### config.mk
export PLATFORM = sky130hd
export DESIGN_NAME = palette_stream_fifo_flat
export DESIGN_NICKNAME = d
export VERILOG_FILES = /design/src/rtl/palette_fifo_pkg.sv /design/src/rtl/palette_stream_fifo_if.sv /design/src/rtl/palette_fifo_mem.sv /design/src/rtl/palette_stream_fifo.sv /design/src/flat_wrapper.sv
export SDC_FILE = /design/constraint.sdc
export NUM_CORES = 1
export LEC_CHECK = 0
export ABC_AREA = 0
export CAP_MARGIN = 20
export CORE_MARGIN = 2
export CORE_UTILIZATION = 50
export CTS_BUF_LIST = sky130_fd_sc_hd__clkbuf_2 sky130_fd_sc_hd__clkbuf_4 sky130_fd_sc_hd__clkbuf_8
export CTS_CLUSTER_DIAMETER = 80
export DETAILED_ROUTE_END_ITERATION = 8
export PLACE_DENSITY_LB_ADDON = 0.3
export SLEW_MARGIN = 20
export SYNTH_ARGS = -nofsm -noshare
export SYNTH_HDL_FRONTEND = slang
export SYNTH_SLANG_ARGS = --single-unit
export TNS_END_PERCENT = 10
### constraint.sdc
create_clock -name clk_pipe -period 4.6 [get_ports clk_pipe]
set_input_delay 0.69 -clock clk_pipe [delete_from_list [all_inputs] [get_ports clk_pipe]]
set_output_delay 0.69 -clock clk_pipe [all_outputs]
set_load 0.005 [all_outputs]
### src/rtl/palette_fifo_pkg.sv
// rtl/palette_fifo_pkg.sv - shared pixel types and default sizing for the palette stream FIFO
package palette_fifo_pkg;

    // RGB888 palette-resolved pixel
    localparam int PIXEL_W = 24;

    // Default storage address width (8 storage entries)
    localparam int ADDR_W_DEFAULT = 3;

    typedef logic [PIXEL_W-1:0] pixel_t;

endpackage

### src/rtl/palette_stream_fifo_if.sv
// rtl/palette_stream_fifo_if.sv - upstream and downstream valid/ready pixel streams of the FIFO
interface palette_stream_fifo_if #(
    parameter int DATA_W = palette_fifo_pkg::PIXEL_W
);

    logic              in_valid;
    logic              in_ready;
    logic [DATA_W-1:0] in_data;
    logic              out_valid;
    logic              out_ready;
    logic [DATA_W-1:0] out_data;

    // Producer of upstream words and consumer of downstream words
    modport master (
        output in_valid,
        output in_data,
        output out_ready,
        input  in_ready,
        input  out_valid,
        input  out_data
    );

    // The FIFO itself
    modport slave (
        input  in_valid,
        input  in_data,
        input  out_ready,
        output in_ready,
        output out_valid,
        output out_data
    );

endinterface

### src/rtl/palette_fifo_mem.sv
// rtl/palette_fifo_mem.sv - DEPTH x DATA_W register array, synchronous write, asynchronous read
module palette_fifo_mem #(
    parameter int DATA_W = palette_fifo_pkg::PIXEL_W,
    parameter int ADDR_W = palette_fifo_pkg::ADDR_W_DEFAULT
) (
    input  logic              clk,
    input  logic              we,
    input  logic [ADDR_W-1:0] waddr,
    input  logic [DATA_W-1:0] wdata,
    input  logic [ADDR_W-1:0] raddr,
    output logic [DATA_W-1:0] rdata
);

    localparam int DEPTH = 1 << ADDR_W;

    logic [DATA_W-1:0] mem [DEPTH];

    // Storage is never reset; only entries between the pointers are meaningful
    always_ff @(posedge clk) begin
        if (we) begin
            mem[waddr] <= wdata;
        end
    end

    assign rdata = mem[raddr];

endmodule

### src/rtl/palette_stream_fifo.sv
// rtl/palette_stream_fifo.sv - pixel FIFO with registered head, watermarks, flush; optional PALETTE_FIFO_UNDERRUN_EN
module palette_stream_fifo
    import palette_fifo_pkg::*;
#(
    parameter int          DATA_W        = PIXEL_W,
    parameter int          ADDR_W        = ADDR_W_DEFAULT,
    parameter int unsigned AFULL_THRESH  = 6,
    parameter int unsigned AEMPTY_THRESH = 1
) (
    input  logic                   clk_pipe,
    input  logic                   reset,
    input  logic                   flush,
    palette_stream_fifo_if.slave   bus,
    output logic [ADDR_W:0]        count,
    output logic                   almost_full,
`ifdef PALETTE_FIFO_UNDERRUN_EN
    output logic                   almost_empty,
    output logic                   underrun,
    input  logic                   underrun_clr
`else
    output logic                   almost_empty
`endif
);

    localparam logic [ADDR_W:0] PTR_ONE = (ADDR_W+1)'(1);

    logic [ADDR_W:0]   wr_ptr;
    logic [ADDR_W:0]   rd_ptr;
    logic [ADDR_W:0]   st_count;
    logic              st_empty;
    logic              st_full;
    logic              out_valid_q;
    logic [DATA_W-1:0] out_data_q;
    logic [DATA_W-1:0] rd_data;

    logic              in_ready;
    logic              wr;
    logic              pop;
    logic              load;
    logic              from_store;
    logic              bypass;
    logic              st_we;

    // Wrap bit distinguishes full from empty so every storage entry is usable
    assign st_empty = (wr_ptr == rd_ptr);
    assign st_full  = (wr_ptr[ADDR_W-1:0] == rd_ptr[ADDR_W-1:0]) &&
                      (wr_ptr[ADDR_W] != rd_ptr[ADDR_W]);
    assign st_count = wr_ptr - rd_ptr;

    // in_ready depends only on registered state and flush, never on out_ready
    assign in_ready   = !st_full && !flush;
    assign wr         = bus.in_valid && in_ready;
    assign pop        = out_valid_q && bus.out_ready;
    assign load       = !out_valid_q || pop;
    assign from_store = load && !st_empty;
    // An empty storage lets the incoming word go straight into the head register
    assign bypass     = load && st_empty && wr;
    assign st_we      = wr && !bypass;

    assign bus.in_ready  = in_ready;
    assign bus.out_valid = out_valid_q;
    assign bus.out_data  = out_data_q;

    assign count        = st_count + (ADDR_W+1)'(out_valid_q);
    assign almost_full  = (32'(count) >= AFULL_THRESH);
    assign almost_empty = (32'(count) <= AEMPTY_THRESH);

    palette_fifo_mem #(
        .DATA_W (DATA_W),
        .ADDR_W (ADDR_W)
    ) u_mem (
        .clk   (clk_pipe),
        .we    (st_we),
        .waddr (wr_ptr[ADDR_W-1:0]),
        .wdata (bus.in_data),
        .raddr (rd_ptr[ADDR_W-1:0]),
        .rdata (rd_data)
    );

    // Pointers and head register; flush discards everything but leaves the array contents
    always_ff @(posedge clk_pipe or negedge reset) begin
        if (!reset) begin
            wr_ptr      <= '0;
            rd_ptr      <= '0;
            out_valid_q <= 1'b0;
            out_data_q  <= '0;
        end else if (flush) begin
            wr_ptr      <= '0;
            rd_ptr      <= '0;
            out_valid_q <= 1'b0;
        end else begin
            if (st_we) begin
                wr_ptr <= wr_ptr + PTR_ONE;
            end
            if (from_store) begin
                rd_ptr <= rd_ptr + PTR_ONE;
            end
            if (load) begin
                out_valid_q <= from_store || bypass;
                if (from_store) begin
                    out_data_q <= rd_data;
                end else if (bypass) begin
                    out_data_q <= bus.in_data;
                end
            end
        end
    end

`ifdef PALETTE_FIFO_UNDERRUN_EN
    logic armed;

    // Starvation is only meaningful once the stream has started; clear wins over set
    always_ff @(posedge clk_pipe or negedge reset) begin
        if (!reset) begin
            armed    <= 1'b0;
            underrun <= 1'b0;
        end else if (flush) begin
            armed    <= 1'b0;
            underrun <= 1'b0;
        end else begin
            if (pop) begin
                armed <= 1'b1;
            end
            if (underrun_clr) begin
                underrun <= 1'b0;
            end else if (armed && bus.out_ready && !out_valid_q) begin
                underrun <= 1'b1;
            end
        end
    end
`endif

endmodule

### src/flat_wrapper.sv
// flat-port wrapper written by rule: the top's interface ports become plain ports
module palette_stream_fifo_flat import palette_fifo_pkg::*;
#(
    parameter int          DATA_W        = PIXEL_W,
    parameter int          ADDR_W        = ADDR_W_DEFAULT,
    parameter int unsigned AFULL_THRESH  = 6,
    parameter int unsigned AEMPTY_THRESH = 1
)
  (clk_pipe, reset, flush, count, almost_full, almost_empty, bus_in_valid, bus_in_data, bus_out_ready, bus_in_ready, bus_out_valid, bus_out_data);
  palette_stream_fifo_if #(.DATA_W(DATA_W)) bus_i ();
  input  logic clk_pipe;
  input  logic reset;
  input  logic flush;
  output logic [ADDR_W:0] count;
  output logic almost_full;
  output logic almost_empty;
  input wire logic [$bits(bus_i.in_valid)-1:0] bus_in_valid;
  input wire logic [$bits(bus_i.in_data)-1:0] bus_in_data;
  input wire logic [$bits(bus_i.out_ready)-1:0] bus_out_ready;
  output wire logic [$bits(bus_i.in_ready)-1:0] bus_in_ready;
  output wire logic [$bits(bus_i.out_valid)-1:0] bus_out_valid;
  output wire logic [$bits(bus_i.out_data)-1:0] bus_out_data;
  assign bus_i.in_valid = bus_in_valid;
  assign bus_i.in_data = bus_in_data;
  assign bus_i.out_ready = bus_out_ready;
  assign bus_in_ready = bus_i.in_ready;
  assign bus_out_valid = bus_i.out_valid;
  assign bus_out_data = bus_i.out_data;
  palette_stream_fifo #(.DATA_W(DATA_W), .ADDR_W(ADDR_W), .AFULL_THRESH(AFULL_THRESH), .AEMPTY_THRESH(AEMPTY_THRESH)) u_core (.clk_pipe(clk_pipe), .reset(reset), .flush(flush), .bus(bus_i), .count(count), .almost_full(almost_full), .almost_empty(almost_empty));
endmodule
### Word-level counts from Yosys, hierarchy flattened

Memories as Yosys holds them, arrays and structs flattened.
Index checks and enable logic that the tools add are counted.

* bits in registers: 33
* logic and storage cells: 45
* bits in writable memories: 192
* ROM bits: 0
* input bits: 29
* memories: 1
* latch bits: 0
* output and inout bits: 32

Memories
* u_core.u_mem.mem: words 8, width 24, read ports 1, clocked after Yosys merged registers in 0, wr ports 1, line palette_fifo_mem.sv:16 `logic [DATA_W-1:0] mem [DEPTH];`

* multiplexer cells: 10
* multiply operators: 0
* equality and inequality tests: 3
* div/mod/pow operators: 0
* shifts and indexed selects: 0
* order comparisons: 2
* add/sub/neg operators: 4
* reduce and logical (&&, ||, !) cells: 20
* bitwise operators: 1

Operators by type and width (number)
* $mux 24: 2
* $mux 4: 4
* $add 4x1->4 const B: 2
* $logic_and 1x1->1: 8
* $reduce_bool 2->1: 4
* $logic_not 1->1: 5
* $add 4x1->4: 1
* $eq 4x4->1: 1
* $ge 4x3->1 const B: 1
* $le 4x1->1 const B: 1
* $mux 1: 4
* $sub 4x4->4: 1
* $eq 3x3->1: 1
* $reduce_and 3->1: 1
* $logic_or 1x1->1: 2
* $ne 1x1->1: 1
* $not 1->1: 1

### Logic depth before layout (Yosys ltp)

* depth after elaboration: 10
* gate-level depth with buffers: 10
* depth with buffers taken out: 8

### Hierarchy

A second synthesis with hierarchy kept.

* cells, all modules: 494
* area, all modules: 9137.5 um^2

By module, submodules not included
* palette_fifo_mem: area each 7317.0 um^2, seq. area each 5765.5 um^2, instances 1, cells an instance 290
* palette_stream_fifo: area each 1820.5 um^2, seq. area each 825.8 um^2, instances 1, cells an instance 204

### Worst setup path after synthesis

Ideal clock, no wire load.

* kind: register to register
* from: reg u_core.rd_ptr[1]
* to: mem u_core.u_mem.mem[0][0] in the netlist's numbering (enable)
* path buffers: 2
* cell stages (with the launch flop): 8
* data arrival time: 3.499 ns
* period minus slack after synthesis: 3.934 ns
* path slack: 0.666 ns
* setup time: 0.435 ns
* data required time: 4.165 ns
* cell sequence: dfrtp_1 -> clkbuf_1 -> inv_2 -> clkbuf_1 -> ha_1 -> o2111a_1 -> or3_1 -> nor3_1

* cells in the longest elaborated chain, start to end: 10
* elaborated cells between the ends (all ways): 12
* those cells by class: eq/ne (2); mux (2); reduce/logical (8)

Ends and longest elaborated chain
* start, declared: line palette_stream_fifo.sv:28 `logic [ADDR_W:0] rd_ptr;`
* start signal, assigned: line palette_stream_fifo.sv:96 `rd_ptr <= rd_ptr + PTR_ONE;`
* $eq 3x3->1: line palette_stream_fifo.sv:46 `assign st_full = (wr_ptr[ADDR_W-1:0] == rd_ptr[ADDR_W-1:0]) &&`
* $logic_and 1x1->1: line palette_stream_fifo.sv:46
* $logic_not 1->1: line palette_stream_fifo.sv:51 `assign in_ready = !st_full && !flush;`
* $logic_and 1x1->1: line palette_stream_fifo.sv:51
* $logic_and 1x1->1: line palette_stream_fifo.sv:52 `assign wr = bus.in_valid && in_ready;`
* $logic_and 1x1->1: line palette_stream_fifo.sv:57 `assign bypass = load && st_empty && wr;`
* $logic_not 1->1: line palette_stream_fifo.sv:58 `assign st_we = wr && !bypass;`
* $logic_and 1x1->1 *: line palette_stream_fifo.sv:58
* $mux 1 *: line palette_fifo_mem.sv:20 `if (we) begin`
* $mux 1 (not written as such) *: line palette_fifo_mem.sv:21 `mem[waddr] <= wdata;`
* end, declared: line palette_fifo_mem.sv:16

Every way passes the cells marked *; elsewhere a longest branch is shown, timed or not.

### Worst setup path after layout

* from: reg u_core.rd_ptr[0]
* to: out almost_full

* cells in the longest elaborated chain, start to end: 3

Ends and longest elaborated chain
* $sub 4x4->4: line palette_stream_fifo.sv:48 `assign st_count = wr_ptr - rd_ptr;`
* $add 4x1->4: line palette_stream_fifo.sv:64 `assign count = st_count + (ADDR_W+1)'(out_valid_q);`
* $ge 4x3->1: line palette_stream_fifo.sv:65 `assign almost_full = (32'(count) >= AFULL_THRESH);`
* end, declared: line flat_wrapper.sv:15 `output logic almost_full;`

No other way between the ends.

==> impl_results.md <==
- First-pass GRT wire length: 29640 um
- Via density: 5.849
- Power Density: 532.2 nW/um^2
- Hold_buf cts: 0
- Setup CP Type: reg -> out
- Post-CTS sizing: 0
- R2r setup slk: 1.38 ns
- DR vias: 5059
- Critical path depth: 7
- Detailed Routing Iterations Pass 1: 4
- Largest stage delay, worst path: 0.66 ns
- Headroom to the max-slew limit: 32.11%
- GPL Wtd Cong: 0.7573
- LEAKAGE: 3.702 nW
- Total global routing overflow: 0
- Hold WC Path Type: in -> async
- I/O pin cnt: 61
- Yosys reg bits: 225
- Initial DRC Count: 317
- Initial Utilization: 50.87%
- Worst setup path end: almost_full
- Clock skew: 0.02123 ns
- Clock slew at reported path FFs: 0.06 ns
- Tcrit/Tclk final: 81.74%
- All-Layer GR Usage: 20.23%
- Crit path top cell by count: ha_1
- Maximum buffer depth of the clock tree: 3
- Largest net degree at the start of global routing: 53
- R2R depth: 5
- Routed WL per cell: 22.34 um
- CP Launch Type: register
- Placed instance count: 801
- Critical path's top delay family: adder cells
- Row count: 49
- Worst r2r src: u_core.rd_ptr[0]$_DFFE_PN0P_
- DIE AREA: 19380 sq um
- Antenna Violating Nets Remaining: 0
- Post-CTS Setup Inserts: 0
- Worst Path Arrival: 3.07 ns
- Core ar.: 17960 sq um
- Nets: 648
- Number of global-route vias before repair: 5153
- HPWL after DPL: 10740 um
- Slew Viols, Final: 0
- Worst-path fanout max: 23
- Final std cells w/o fill: 865
- # DRC: 0
- Root buffer cell: clkbuf_8
- Most used DFF post-synth: edfxtp_1
- Ys Warns: 0
- Critical-path cell list: ha_1 > inv_1 > ha_1 > fa_1 > xor2_1 > a21o_1 > clkdlybuf4s50_1
- Status: completed
- WP buf/inv: 2
- CTS tree: done
- Max_cap viols: 0
- Cell Area, Synth: 9139 sq um
- Asr flop ratio synth: 14.67%
- WP data required: 3.91 ns
- Die H: 139.2 um
- Worst r2r dst: u_core.rd_ptr[2]$_DFFE_PN0P_
- Die width: 139.2 um
- # H-tree levels: 2
- Most frequent cells in the layout: edfxtp_1, clkdlybuf4s50_1, nand2_1
- Tmin final: 3.760 ns
- Max Clock Freq: 266.0 MHz
- Antenna cells: 0
- Final setup viols: 0
- Least-Margin Pin Slew: 1.018 ns
- Syn_nets: 562
- Crit end category: output pin
- Initial antenna violation count: 0
- Final count of hold timing violations: 0
- Synth-to-layout area growth: 17.88%
- Commonest non-fill, non-tap cell in the layout: edfxtp_1
- Clock latency on the worst-skew pair: 0.51 ns
- VDD IR max: 439.8 uV
- Layout cell share with drive strength beyond 1: 24.69%
- Mapped Cells: 524
- Post-detailed-routing wire length: 19320 um
- IO Port Bufs: 60
- Setup TNS: 0 ns
- Critical path startpoint: u_core.rd_ptr[0]$_DFFE_PN0P_
- Sequential-to-total area share from yosys stat: 72.12%
- CTS Buf Count: 36
- EDFF count, synth: 192
- Syn_area_per_cell: 17.44 sq um
- CP max stage cell: dfrtp_4
- RSZ-0062 raised after global routing: false
- Yosys cell types: 38
- Sink Count: 225
==> cell type report <==
cell class,instances,area (sq um)
clock inverters,6,28.78
clock buffers,58,691.9
fillers,1364,7191
well taps,229,286.5
inverters,7,26.28
flip-flops and latches,225,6596
multi-input cells,260,2397
repair buffers,80,745.7
==> synthesized netlist by cell type (2+ instances only) <==
cell type / count / area, sq um
dfrtp_1: 33 / 825.8
buf_4: 5 / 37.54
o31ai_1: 14 / 105.1
edfxtp_1: 192 / 5766
a21o_1: 2 / 15.01
nor3_1: 8 / 40.04
nand2_1: 51 / 191.4
clkbuf_1: 18 / 67.56
nor2_1: 30 / 112.6
a21oi_1: 7 / 35.03
xnor2_1: 4 / 35.03
ha_1: 8 / 100.1
buf_2: 6 / 30.03
xor2_1: 2 / 17.52
inv_1: 6 / 22.52
buf_6: 3 / 33.78
o21ai_0: 27 / 135.1
or3_1: 2 / 12.51
nand2b_1: 3 / 18.77
nand3_1: 5 / 25.02
and3_1: 24 / 150.1
o31ai_2: 11 / 137.6
mux4_2: 48 / 1081
==> kinds of logic (layout without fill, tap and decap cells) <==
logic type | count (synthesis) | count (layout) | share of synthesized area (%)
flops | 225 | 225 | 72.12
simple gates | 128 | 128 | 6.435
compound gates | 66 | 66 | 5.175
mux | 50 | 50 | 12.06
buf+inv | 39 | 151 | 2.136
fa+ha+maj | 9 | 9 | 1.314
xor+xnor | 7 | 7 | 0.7531
==> worst reg2reg max path: stages (launching register included) <==
cell      delay [ns]
dfrtp_4         0.72
buf_4           0.64
xor2_1          0.42
o31a_2          0.85
a211oi_1        0.23
a31o_2          0.25
==> power by group <==
part           internal [mW]  switching [mW]
Sequential              2.39           0.134
Clock                  0.951           0.740
Combinational          0.751           0.762
Total                   4.10            1.64
==> routing by layer <==
layer  track usage (%)  share of wire, %
met5                 0                 0
met4             6.486               1.7
met3             4.109               6.0
met2             31.50                48
met1             29.23                44
==> worst min-delay path by stage <==
stage / startpoint / end / slack, ns / cells after the start
5_1_grt: reset / u_core.bus.out_data[17]$_DFFE_PN0P_ / 0.36 / 1
3_5_place_dp: u_core.bus.out_data[19]$_DFFE_PN0P_ / u_core.bus.out_data[19]$_DFFE_PN0P_ / 0.50 / 2
4_1_cts: reset / u_core.bus.out_data[18]$_DFFE_PN0P_ / 0.33 / 1
3_3_place_gp: u_core.bus.out_data[14]$_DFFE_PN0P_ / u_core.bus.out_data[14]$_DFFE_PN0P_ / 0.49 / 2
2_1_floorplan: reset / u_core.bus.out_data[0]$_DFFE_PN0P_ / 0.39 / 0
6_report: reset / u_core.rd_ptr[3]$_DFFE_PN0P_ / 0.32 / 1
==> sequential cells by signal, indices dropped and copies added, names as in the netlist <==
name	cells
u_core.bus.out_data	24
u_core.bus.out_valid	1
u_core.u_mem.mem	192
u_core.wr_ptr	4
u_core.rd_ptr	4
==> through the flow <==
stage	power [mW]	util (%)	worst slack, ns	instance area [sq um]	hold slack (ns)
3_3_place_gp	4.044	55.96	1.314	10050	0.4948
2_1_floorplan	3.457	-	0.6659	9139	0.3944
5_1_grt	6.019	59.97	0.6369	10770	0.3638
6_report	5.733	59.97	0.8400	10770	0.3206
4_1_cts	5.802	59.97	0.7694	10770	0.3297
3_5_place_dp	4.103	55.96	1.303	10050	0.5022
Power figures use the tool's default switching activity.
==> edit 1, RTL diff (config.mk and constraints unchanged) <==
Put a register stage on the output `count`. The value now appears one clock later. The other outputs are not delayed to match.
--- a/src/rtl/palette_stream_fifo.sv
+++ b/src/rtl/palette_stream_fifo.sv
@@ -23,6 +23,8 @@
 );
 
     localparam logic [ADDR_W:0] PTR_ONE = (ADDR_W+1)'(1);
+
+    logic [ADDR_W:0] count_d;
 
     logic [ADDR_W:0]   wr_ptr;
     logic [ADDR_W:0]   rd_ptr;
@@ -61,9 +63,9 @@
     assign bus.out_valid = out_valid_q;
     assign bus.out_data  = out_data_q;
 
-    assign count        = st_count + (ADDR_W+1)'(out_valid_q);
-    assign almost_full  = (32'(count) >= AFULL_THRESH);
-    assign almost_empty = (32'(count) <= AEMPTY_THRESH);
+    assign count_d      = st_count + (ADDR_W+1)'(out_valid_q);
+    assign almost_full  = (32'(count_d) >= AFULL_THRESH);
+    assign almost_empty = (32'(count_d) <= AEMPTY_THRESH);
 
     palette_fifo_mem #(
         .DATA_W (DATA_W),
@@ -130,5 +132,9 @@
     end
 `endif
 
+    always_ff @(posedge clk_pipe) begin
+        count <= count_d;
+    end
+
 endmodule
 
Formal check against the unedited RTL: not equivalent (Yosys sat finds a counterexample within 4 cycles, from zero or initial values and one cycle with reset low).
==> edit 1 against the unedited design <==
  * Routed wire length down 1.5%
  * Total power up 0.72%
  * Synthesized area up 0.88%
  * Final area up 0.71%
  * Clock skew up 0.66 ps
  * Via count down 0.51%
  * Sequential cell count up 4
  * Sequential share of layout area up 0.31 points
  * Worst setup slack worse by 49 ps
  * Critical endpoint is now bus_in_ready
  * Largest cell class unchanged
  * Highest routed layer unchanged
==> edit 1: results (changes against the unedited design) <==
Routed len/inst -> 21.9 um (-1.8%)
Dpl cells -> 803 (+0.25%)
Leak -> 3.73 nW (+0.76%)
Ratio of cells with drive above 1 in the final layout -> 0.239 (-0.00742)
GR Layer Usage met3 -> 0.0413 (+0.000203)
Place WS -> 1170 ps (-129 ps)
Grt met2 use -> 0.322 (+0.00745)
Fillers -> 1372 (+0.59%)
Unique masters post-synth -> 39 (+2.6%)
Syn Nets -> 566 (+0.71%)
Tot GR Track Use -> 0.200 (-0.00227)
Clock Skew -> 21.9 ps (+0.656 ps)
Drt first-iter violations -> 410 (+29%)
# nets final -> 650 (+0.31%)
RePlAce Congestion -> 0.734 (-3.1%)
Max VDD drop -> 0.381 mV (-13%)
Cells after synthesis -> 528 (+0.76%)
Status -> finished clean
DR vias -> 5033 (-0.51%)
Clock Latency Late Sink -> 530 ps (+20 ps)
Critical path fanouts, max -> 29 (+26%)
Vias per cell -> 5.80 (-0.86%)
Met1 Usage GRT -> 0.282 (-0.0105)
Slew @ Worst Pin -> 1050 ps (+34.1 ps)
Post-synthesis sequential area ratio -> 0.724 (+0.00242)
DP Area -> 0.0101 sq mm (+0.65%)
Switching part of the total power -> 0.288 (+0.00265)
Async set-reset flop share out of synthesis -> 0.144 (-0.00256)
DR pass1 iterations -> 6 (+2)
CP arrival -> 3120 ps (+50 ps)
Top cells by area, synth -> edfxtp_1 (63%), mux4_2 (12%), dfrtp_1 (9.0%)
## edit 1: cell types whose count changed after synthesis
| cell | before | now |
|---|---|---|
| dfxtp_1 | 0 | 4 |
## edit 1: power by group through the flow
stage / clock (mW) / sequential (mW) / combinational, mW
after global routing: 1.84 / 2.61 / 1.61
after CTS: 1.75 / 2.59 / 1.49
after global placement: 0 / 2.62 / 1.44
final: 1.71 / 2.58 / 1.48
after detailed placement: 0 / 2.63 / 1.48
after floorplan: 0 / 2.56 / 0.942
## edit 1: final timing paths
| path | startpoint | end | slack, ps | cells past startpoint |
|---|---|---|---|---|
| worst max register to register | u_core.rd_ptr[0]$_DFFE_PN0P_ | u_core.u_mem.mem[3][17]$_DFFE_PP_ | 1250 | 6 |
| worst min register to register | u_core.bus.out_data[14]$_DFFE_PN0P_ | u_core.bus.out_data[14]$_DFFE_PN0P_ | 500 | 2 |
| worst max-delay path | u_core.rd_ptr[0]$_DFFE_PN0P_ | bus_in_ready | 790 | 5 |
| worst min-delay path | reset | u_core.bus.out_data[1]$_DFFE_PN0P_ | 300 | 1 |
| max in group asynchronous | reset | u_core.rd_ptr[0]$_DFFE_PN0P_ | 3650 | 1 |
| min in group clk_pipe | u_core.bus.out_data[14]$_DFFE_PN0P_ | u_core.bus.out_data[14]$_DFFE_PN0P_ | 500 | 2 |
## edit 1: metal layers
metal  vias up  part of all wire
li1       2237                 -
met1      2585              0.43
met2       185              0.49
met3        26             0.065
met4         0             0.014
met5         -                 0
## edit 1: cell families (layout without fill, tap and decap cells)
group / count (synthesis) / after routing / share of synthesized area
flops: 229 / 229 / 0.724
simple gates: 128 / 128 / 0.0638
compound gates: 66 / 66 / 0.0513
mux: 50 / 50 / 0.120
buf+inv: 39 / 150 / 0.0212
fa+ha+maj: 9 / 9 / 0.0130
xor+xnor: 7 / 7 / 0.00747
## edit 1: worst max-delay path, cell delays in order, from the launching register on
cell             delay, ps
dfrtp_4                750
buf_4                  590
xor2_1                 430
nor2_1                  80
a21oi_1                180
clkdlybuf4s50_1        540
## edit 1: stage by stage
| step | total power, mW | utilization |
|---|---|---|
| after global routing | 6.06 | 0.602 |
| after global placement | 4.06 | 0.561 |
| after CTS | 5.82 | 0.602 |
| final | 5.77 | 0.602 |
| after floorplan | 3.50 | - |
| after detailed placement | 4.11 | 0.561 |
## edit 1: final cells by class
class                   count  area share
flip-flops and latches    229       0.615
multi-input cells         260       0.221
repair buffers             78      0.0674
clock buffers              47      0.0573
well taps                 229      0.0264
clock inverters            18      0.0101
inverters                   7     0.00242
==> edit 2, RTL diff (same settings) <==
Made on the original files. `AFULL_THRESH` is set to 6 in 2 places; all go to 3.
--- a/src/rtl/palette_stream_fifo.sv
+++ b/src/rtl/palette_stream_fifo.sv
@@ -4,7 +4,7 @@
 #(
     parameter int          DATA_W        = PIXEL_W,
     parameter int          ADDR_W        = ADDR_W_DEFAULT,
-    parameter int unsigned AFULL_THRESH  = 6,
+    parameter int unsigned AFULL_THRESH  = 3,
     parameter int unsigned AEMPTY_THRESH = 1
 ) (
     input  logic                   clk_pipe,
--- a/src/flat_wrapper.sv
+++ b/src/flat_wrapper.sv
@@ -3,7 +3,7 @@
 #(
     parameter int          DATA_W        = PIXEL_W,
     parameter int          ADDR_W        = ADDR_W_DEFAULT,
-    parameter int unsigned AFULL_THRESH  = 6,
+    parameter int unsigned AFULL_THRESH  = 3,
     parameter int unsigned AEMPTY_THRESH = 1
 )
   (clk_pipe, reset, flush, count, almost_full, almost_empty, bus_in_valid, bus_in_data, bus_out_ready, bus_in_ready, bus_out_valid, bus_out_data);
Check against the original RTL: not equivalent (a bounded check fails within 4 cycles, from zero or initial values and one cycle with reset low).
==> edit 2 against the unedited design <==
  * Synthesized area about the same
  * Final area down 0.28%
  * Via count about the same
  * Worst setup slack better by 100 ps
  * Fmax up 2.7%
  * Utilization down 0.17 points
  * Die area about the same
  * Routed wire length down 3.1%
  * Sequential cell count unchanged
  * Sequential share of layout area up 0.17 points
  * Total power down 0.75%
  * Largest power group unchanged
==> edit 2: results (changes against the unedited design) <==
Cells after synthesis -> 529 (+0.95%)
I/O Buffers -> 60 (unchanged)
Leak -> 3.67 nW (-0.83%)
Critical path fanouts, max -> 10 (-57%)
Crit path launch -> u_core.wr_ptr[1]$_DFFE_PN0P_
CTS buffer count -> 36 (unchanged)
Setup Fix Bufs, Post-CTS -> 0 (unchanged)
Worst reg-to-reg path cell count -> 6 (+1)
Max VDD drop -> 0.665 mV (+51%)
Utilization after layout -> 0.598 (-0.00167)
Top FF cell, synth -> edfxtp_1
CTS root buf -> clkbuf_8
Sw Pwr -> 1.62 mW (-1.0%)
# DRC -> 0 (unchanged)
Vias in the first global route -> 5368 (+4.2%)
CP arrival -> 2970 ps (-100 ps)
Cts repair resizes -> 0 (unchanged)
Async set-reset flop share out of synthesis -> 0.147 (unchanged)
Dpl cells -> 802 (+0.12%)
Delay-heaviest family, CP -> adder cells
Number of flip-flops in the largest register -> 192 (unchanged)
# nets final -> 649 (+0.15%)
CTS max path bufs -> 3 (unchanged)
Post-synthesis sequential area ratio -> 0.721 (about the same)
Crit-path max cell delay -> 530 ps (-130 ps)
Power share of the clock group -> 0.292 (-0.003)
Place WS -> 1420 ps (+122 ps)
Drt first-iter violations -> 409 (+29%)
WL final -> 18.7 mm (-3.1%)
Slew Limit Headroom -> 0.329 (+0.00780)
Ratio of cells with drive above 1 in the final layout -> 0.225 (-0.0220)
Final period utilization -> 0.796 (-0.0218)
DR vias -> 5054 (-0.099%)
ANT cells -> 0 (unchanged)
DP Area -> 0.0100 sq mm (-0.12%)
Clock Latency Late Sink -> 500 ps
R2R Path End -> u_core.u_mem.mem[2][17]$_DFFE_PP_
RePlAce Congestion -> 0.788 (+4.1%)
WHS -> 299 ps (-21.5 ps)
Clock Skew -> 10.5 ps (-10.7 ps)
Crit path to -> almost_full
Power Sequential -> 2.50 mW
Tot GR Track Use -> 0.197 (-0.00570)
Most frequent cells after synthesis -> edfxtp_1 (192), nand2_1 (52), mux4_2 (48), dfrtp_1 (33), nor2_1 (30)
Clk pin slew, worst setup/hold paths -> 60 ps (about the same)
Crit Path Category -> register to output pin
H-tree Lvls -> 2 (unchanged)
Tot Pwr -> 5.69 mW (-0.75%)
Fillers -> 1343 (-1.5%)
Largest Register -> u_core.u_mem.mem
Status -> finished clean
Top cells by area, synth -> edfxtp_1 (63%), mux4_2 (12%), dfrtp_1 (9.0%)
Largest net degree at the start of global routing -> 54 (+1.9%)
Syn Nets -> 567 (+0.89%)
First-pass GRT wire length -> 29.4 mm (-0.95%)
DPL Wire Length -> 10.3 mm (-4.5%)
DR pass1 iterations -> 4 (unchanged)
Slowest CP cell -> dfrtp_1
Flop2flop setup slack -> 1760 ps (+380 ps)
Post-Layout Cell Count -> 865 (unchanged)
==> edit 2: logic make-up after synthesis <==
group                    count (synthesis)  synth area share
adder cells (fa/ha/maj)                  9            0.0131
flip-flops                             225             0.721
multiplexers                            50             0.121
buffers and inverters                   41            0.0226
XOR/XNOR                                 7           0.00753
AO/OA/AOI/OAI                           66            0.0482
AND/OR/NAND/NOR                        131            0.0671
==> edit 2: area by class of cell <==
cell class                 count  share of cell area
tap                          229              0.0267
timing repair buffer          78              0.0684
clock buffer                  50              0.0577
sequential                   225               0.614
clock inverter                13             0.00745
inverter                       7             0.00245
multi-input combinational    263               0.223
==> edit 2: layer usage <==
| layer | global-route usage | part of all wire | vias up |
|---|---|---|---|
| li1 | - | - | 2233 |
| met1 | 0.282 | 0.44 | 2650 |
| met2 | 0.312 | 0.49 | 144 |
| met3 | 0.0375 | 0.054 | 27 |
| met4 | 0.0590 | 0.015 | 0 |
| met5 | 0 | 0 | - |
